### src/rtl/lo_sequencer_if.sv
// Config handshake between host tuning logic and the LO sequencer.
// A command transfers on a rising clock edge when cfg_valid && cfg_ready.
interface lo_sequencer_if #(
  parameter int unsigned DIV_W = 8
);
  logic             cfg_valid;
  logic             cfg_ready;
  logic             cfg_en;
  logic [DIV_W-1:0] cfg_div;

  modport master (
    output cfg_valid,
    output cfg_en,
    output cfg_div,
    input  cfg_ready
  );

  modport slave (
    input  cfg_valid,
    input  cfg_en,
    input  cfg_div,
    output cfg_ready
  );
endinterface

### src/rtl/lo_sequencer.sv
// Quadrature LO sequencer: divides clk into 4-phase I/Q square waves and only retunes
// at LO period boundaries, gating the IF path (mix_en) while settling.
module lo_sequencer #(
  parameter int unsigned DIV_W         = 8,
  parameter int unsigned SETTLE_CYCLES = 16,
  parameter int unsigned SET_W         = 8
) (
  input  logic           clk,
  input  logic           rst_n,
  lo_sequencer_if.slave  cfg,
  output logic           lo_i,
  output logic           lo_q,
  output logic           mix_en,
  output logic           busy
);

  typedef enum logic [1:0] {
    StIdle,
    StSettle,
    StRun,
    StPend
  } state_e;

  localparam logic [SET_W-1:0] SettleLast = SET_W'(SETTLE_CYCLES - 1);

  state_e           state_q, state_d;
  logic [DIV_W-1:0] div_q, div_d;
  logic [DIV_W-1:0] qcnt_q, qcnt_d;
  logic [DIV_W-1:0] pend_div_q, pend_div_d;
  logic             pend_en_q, pend_en_d;
  logic [1:0]       phase_q, phase_d;
  logic [SET_W-1:0] settle_q, settle_d;
  logic             lo_i_q, lo_i_d;
  logic             lo_q_q, lo_q_d;
  logic             mix_en_q, mix_en_d;
  logic             busy_q, busy_d;

  logic running;
  logic accept;
  logic tc;
  logic boundary;

  assign running   = (state_q != StIdle);
  assign cfg.cfg_ready = (state_q == StIdle) || (state_q == StRun);
  assign accept    = cfg.cfg_valid && cfg.cfg_ready;
  assign tc        = (qcnt_q == div_q);
  // Last clk of an LO period: the only point where a divisor change cannot cut a pulse.
  assign boundary  = tc && (phase_q == 2'd3);

  always_comb begin
    state_d    = state_q;
    div_d      = div_q;
    pend_div_d = pend_div_q;
    pend_en_d  = pend_en_q;
    settle_d   = settle_q;
    qcnt_d     = qcnt_q;
    phase_d    = phase_q;

    if (running) begin
      if (tc) begin
        qcnt_d  = '0;
        phase_d = phase_q + 2'd1;
      end else begin
        qcnt_d  = qcnt_q + DIV_W'(1);
      end
    end

    unique case (state_q)
      StIdle: begin
        qcnt_d   = '0;
        phase_d  = '0;
        settle_d = '0;
        if (accept && cfg.cfg_en) begin
          div_d   = cfg.cfg_div;
          state_d = StSettle;
        end
      end
      StSettle: begin
        if (settle_q == SettleLast) begin
          state_d = StRun;
        end else begin
          settle_d = settle_q + SET_W'(1);
        end
      end
      StRun: begin
        if (accept) begin
          pend_div_d = cfg.cfg_div;
          pend_en_d  = cfg.cfg_en;
          state_d    = StPend;
        end
      end
      StPend: begin
        if (boundary) begin
          qcnt_d  = '0;
          phase_d = '0;
          if (pend_en_q) begin
            div_d    = pend_div_q;
            settle_d = '0;
            state_d  = StSettle;
          end else begin
            state_d  = StIdle;
          end
        end
      end
    endcase

    // Phase map I = 1,1,0,0 and Q = 0,1,1,0, so Q lags I by a quarter period.
    lo_i_d   = running && (phase_q < 2'd2);
    lo_q_d   = running && ((phase_q == 2'd1) || (phase_q == 2'd2));
    mix_en_d = (state_d == StRun);
    busy_d   = (state_d == StSettle) || (state_d == StPend);
  end

  always_ff @(posedge clk or negedge rst_n) begin
    if (!rst_n) begin
      state_q    <= StIdle;
      div_q      <= '0;
      pend_div_q <= '0;
      pend_en_q  <= 1'b0;
      settle_q   <= '0;
      qcnt_q     <= '0;
      phase_q    <= '0;
      lo_i_q     <= 1'b0;
      lo_q_q     <= 1'b0;
      mix_en_q   <= 1'b0;
      busy_q     <= 1'b0;
    end else begin
      state_q    <= state_d;
      div_q      <= div_d;
      pend_div_q <= pend_div_d;
      pend_en_q  <= pend_en_d;
      settle_q   <= settle_d;
      qcnt_q     <= qcnt_d;
      phase_q    <= phase_d;
      lo_i_q     <= lo_i_d;
      lo_q_q     <= lo_q_d;
      mix_en_q   <= mix_en_d;
      busy_q     <= busy_d;
    end
  end

  assign lo_i   = lo_i_q;
  assign lo_q   = lo_q_q;
  assign mix_en = mix_en_q;
  assign busy   = busy_q;

`ifndef SYNTHESIS
  mix_busy_excl_a: assert property (@(posedge clk) disable iff (!rst_n)
    !(mix_en_q && busy_q));
  qcnt_range_a: assert property (@(posedge clk) disable iff (!rst_n)
    qcnt_q <= div_q);
  idle_quiet_a: assert property (@(posedge clk) disable iff (!rst_n)
    (state_q == StIdle) |-> ((qcnt_q == '0) && (phase_q == 2'd0)));
`endif

endmodule
### src/flat_wrapper.sv
// flat-port wrapper written by rule: the top's interface ports become plain ports
module lo_sequencer_flat 
#(
  parameter int unsigned DIV_W         = 8,
  parameter int unsigned SETTLE_CYCLES = 16,
  parameter int unsigned SET_W         = 8
)
  (clk, rst_n, lo_i, lo_q, mix_en, busy, cfg_cfg_valid, cfg_cfg_en, cfg_cfg_div, cfg_cfg_ready);
  lo_sequencer_if #(.DIV_W(DIV_W)) cfg_i ();
  input  logic clk;
  input  logic rst_n;
  output logic lo_i;
  output logic lo_q;
  output logic mix_en;
  output logic busy;
  input wire logic [$bits(cfg_i.cfg_valid)-1:0] cfg_cfg_valid;
  input wire logic [$bits(cfg_i.cfg_en)-1:0] cfg_cfg_en;
  input wire logic [$bits(cfg_i.cfg_div)-1:0] cfg_cfg_div;
  output wire logic [$bits(cfg_i.cfg_ready)-1:0] cfg_cfg_ready;
  assign cfg_i.cfg_valid = cfg_cfg_valid;
  assign cfg_i.cfg_en = cfg_cfg_en;
  assign cfg_i.cfg_div = cfg_cfg_div;
  assign cfg_cfg_ready = cfg_i.cfg_ready;
  lo_sequencer #(.DIV_W(DIV_W), .SETTLE_CYCLES(SETTLE_CYCLES), .SET_W(SET_W)) u_core (.clk(clk), .rst_n(rst_n), .cfg(cfg_i), .lo_i(lo_i), .lo_q(lo_q), .mix_en(mix_en), .busy(busy));
endmodule
### config.mk
export PLATFORM = sky130hd
export DESIGN_NAME = lo_sequencer_flat
export DESIGN_NICKNAME = d
export VERILOG_FILES = /design/src/rtl/lo_sequencer_if.sv /design/src/rtl/lo_sequencer.sv /design/src/flat_wrapper.sv
export SDC_FILE = /design/constraint.sdc
export NUM_CORES = 1
export LEC_CHECK = 0
export BUFFER_PORTS_ARGS = -buffer_cell sky130_fd_sc_hd__buf_2
export CORE_MARGIN = 8
export CORE_UTILIZATION = 25
export DETAILED_ROUTE_END_ITERATION = 10
export GPL_TIMING_DRIVEN = 0
export PLACE_DENSITY = 0.37
export SLEW_MARGIN = 20
export SYNTH_ARGS = -nofsm -noshare
export SYNTH_HDL_FRONTEND = slang
export SYNTH_SLANG_ARGS = --single-unit
### constraint.sdc
create_clock -name clk -period 3.7 [get_ports clk]
set_clock_uncertainty 0.05 [all_clocks]
set_input_delay 0.74 -clock clk [delete_from_list [all_inputs] [get_ports clk]]
set_output_delay 0.74 -clock clk [all_outputs]
set_load 0.02 [all_outputs]
==> flow_metrics.env <==
export IMPL_status="finished clean"
export IMPL_fp_dieW_um=109.1
export IMPL_startpoint_type="flop"
export IMPL_drtPass1Iterations=6
export IMPL_grt_pass1_wl_mm=8.811
export IMPL_cp_startpoint="u_core.busy"
export IMPL_insertion_delay_ns=0.30
export IMPL_synth_most_common_cell="dfrtp_1"
export IMPL_setup_violations=0
export IMPL_synth_edff_count=0
export IMPL_timing_fmax_mhz=374.3
export IMPL_cts_tree="yes"
export IMPL_nFillCells=918
export IMPL_area_growth_pct=15.09
export IMPL_drv_cap=0
export IMPL_cts_max_level=2
export IMPL_synth_nets=225
export IMPL_cp_endpoint="cfg_cfg_ready"
export IMPL_rr_endpoint="u_core.settle_q[0]"
export IMPL_reg2reg_depth=6
export IMPL_cts_buffer_depth=2
export IMPL_vias=1544
export IMPL_grtUsageTotal_pct=9.425
export IMPL_hp_class="reg -> reg"
export IMPL_power_leakage_uw=0.001170
export IMPL_dp_cells=329
export IMPL_cts_sinks=40
export IMPL_worstPathMaxFanout=10
export IMPL_yosys_warnings=0
export IMPL_syn_area_um2=2165
export IMPL_rrSetupSlack_ns=1.13
export IMPL_hold_viol_final=0
export IMPL_io_buffers=16
export IMPL_drive_gt1_share_pct=20.96
export IMPL_synthTopCellsByCount="40 x dfrtp_1, 19 x nand2_1, 15 x xor2_1"
export IMPL_cts_setup_buffers=0
export IMPL_post_dp_hpwl_mm=3.580
export IMPL_drv_slew=0
export IMPL_r2r_start="u_core.qcnt_q[0]"
export IMPL_post_synth_top_area_cell="dfrtp_1"
export IMPL_routed_wl_mm=5.032
export IMPL_viasPerCell=4.582
export IMPL_die_area_um2=11890
export IMPL_grt_pass1_vias=1715
export IMPL_num_rows=34
export IMPL_diodes=0
export IMPL_grt_max_degree=41
export IMPL_postRouteAntennaNets=0
export IMPL_grt_overflow=0
export IMPL_synth_flop_cell="dfrtp_1"
export IMPL_setup_tns_ns=0
export IMPL_period_needed_ns=2.672
export IMPL_worst_pin_slew_ns=0.9256
export IMPL_cts_resized=0
export IMPL_routabilityCongestion=0.7630
export IMPL_synthTopCellsByArea="dfrtp_1 46%, xor2_1 6.1%, mux2_2 4.7%"
export IMPL_initial_core_util_pct=25.31
export IMPL_cts_hold_buf=0
export IMPL_period_share_pct=72.20
export IMPL_synth_cell_types=45
export IMPL_core_area_um2=8551
export IMPL_antenna_found_initial=0
export IMPL_ys_seq_elements=40
export IMPL_synthCells=205
export IMPL_async_flop_share_pct=100.0
export IMPL_multi_input_area_um2=1111
export IMPL_io_pin_count=17
export IMPL_drcViolationCount=0
export IMPL_fin_cells=337
export IMPL_chipHeight_um=109.1
export IMPL_cts_buffers=5
export IMPL_avgSynthCellArea_um2=10.56
export IMPL_power_density_nw_per_um2=555.2
export IMPL_yosysSeqAreaShare_pct=46.24
export IMPL_register_area_um2=1001
export IMPL_cp_data_required_time_ns=2.91
export IMPL_first_iter_violations=23
export IMPL_synth_top_area_share_pct=46.24
export IMPL_maxSlewHeadroom_pct=38.30
export IMPL_ir_drop_v=0.0001888
export IMPL_fin_nets=248
export IMPL_path_clk_slew_ns=0.09
export IMPL_routedWlPerCell_um=14.93
export IMPL_worst_setup_path_end_kind="output pin"
export IMPL_root_buffer="clkbuf_8"
export IMPL_cp_arrival_ns=1.88
export IMPL_rsz0062_at_grt="no"
export IMPL_crit_type="reg -> out"
-- state kept, by name (all words and copies together), names as in the netlist --
register	flops
u_core.div_q	8
u_core.pend_div_q	8
u_core.qcnt_q	8
u_core.settle_q	8
u_core.phase_q	2
u_core.busy	1
u_core.lo_i	1
u_core.lo_q	1
u_core.mix_en	1
u_core.pend_en_q	1
u_core.state_q	1
-- placed cells by master (no fill, tap or decap), types with 5 or more instances in the layout --
| cell type | Yosys | final |
|---|---|---|
| dfrtp_1 | 40 | 40 |
| ha_1 | 8 | 8 |
| o22ai_1 | 8 | 8 |
| nand3_1 | 5 | 5 |
| nand2b_1 | 8 | 8 |
| mux2_2 | 9 | 9 |
| clkbuf_8 | 0 | 5 |
| mux2i_1 | 5 | 5 |
| o21ai_0 | 7 | 7 |
| nor2_1 | 13 | 13 |
| xor2_1 | 15 | 15 |
| buf_2 | 0 | 16 |
| o21a_1 | 5 | 5 |
| inv_1 | 7 | 7 |
| nand2_1 | 19 | 19 |
-- area by class of cell --
cell class | instances | share of cell area, %
buffer | 5 | 1.055
clock inverter | 3 | 1.708
timing repair buffer | 16 | 3.214
clock buffer | 5 | 2.762
inverter | 7 | 1.055
sequential | 40 | 40.18
multi-input combinational | 153 | 44.60
tap | 108 | 5.424
-- routing by layer --
| layer | up-vias | share of wire (%) | track usage, % |
|---|---|---|---|
| li1 | 780 | - | - |
| met1 | 743 | 47 | 11.70 |
| met2 | 16 | 49 | 15.60 |
| met3 | 5 | 2.9 | 2.423 |
| met4 | 0 | 1.1 | 2.933 |
| met5 | - | 0 | 0 |
-- worst max-delay path, stage by stage, from the launching register on --
cell	delay, ns
dfrtp_1	0.43
inv_1	0.13
ha_1	0.24
clkbuf_1	0.23
or2_2	0.38
buf_2	0.17
-- stage by stage --
stage / power [uW] / setup WS, ns / instance area [um^2] / hold WS [ns] / utilization, %
2_1_floorplan: 905.5 / 1.498 / 2165 / 0.3715 / -
5_1_grt: 1510 / 0.8788 / 2491 / 0.4360 / 29.13
6_report: 1383 / 1.028 / 2491 / 0.4043 / 29.13
4_1_cts: 1416 / 0.9937 / 2491 / 0.4161 / 29.13
3_5_place_dp: 1035 / 1.131 / 2380 / 0.4039 / 27.83
3_3_place_gp: 1039 / 1.140 / 2380 / 0.3993 / 27.83
-- power by group --
group	internal (uW)	total, uW	switching [uW]
sequential	513	594	81.0
clock	200	367	167
combinational	179	423	244
total	891	1380	492
-- how the worst min path moves through the flow --
| stage | from | endpoint | slack [ns] | cells past startpoint |
|---|---|---|---|---|
| global placement | u_core.phase_q[1] | u_core.lo_i | 0.40 | 1 |
| CTS | u_core.phase_q[1] | u_core.lo_i | 0.42 | 1 |
| finish | u_core.phase_q[1] | u_core.lo_i | 0.40 | 1 |
| global route | u_core.phase_q[1] | u_core.lo_i | 0.44 | 1 |
| detailed placement | u_core.phase_q[1] | u_core.lo_i | 0.40 | 1 |
| floorplan | u_core.phase_q[1] | u_core.lo_i | 0.37 | 1 |
-- logic make-up after synthesis --
family,share of synthesized area [%]
simple gates,17.92
xor+xnor,6.474
fa+ha+maj,4.624
mux,7.688
flops,46.24
buf+inv,2.428
compound gates,14.63
Note: power is estimated with default switching activity, not from simulation.
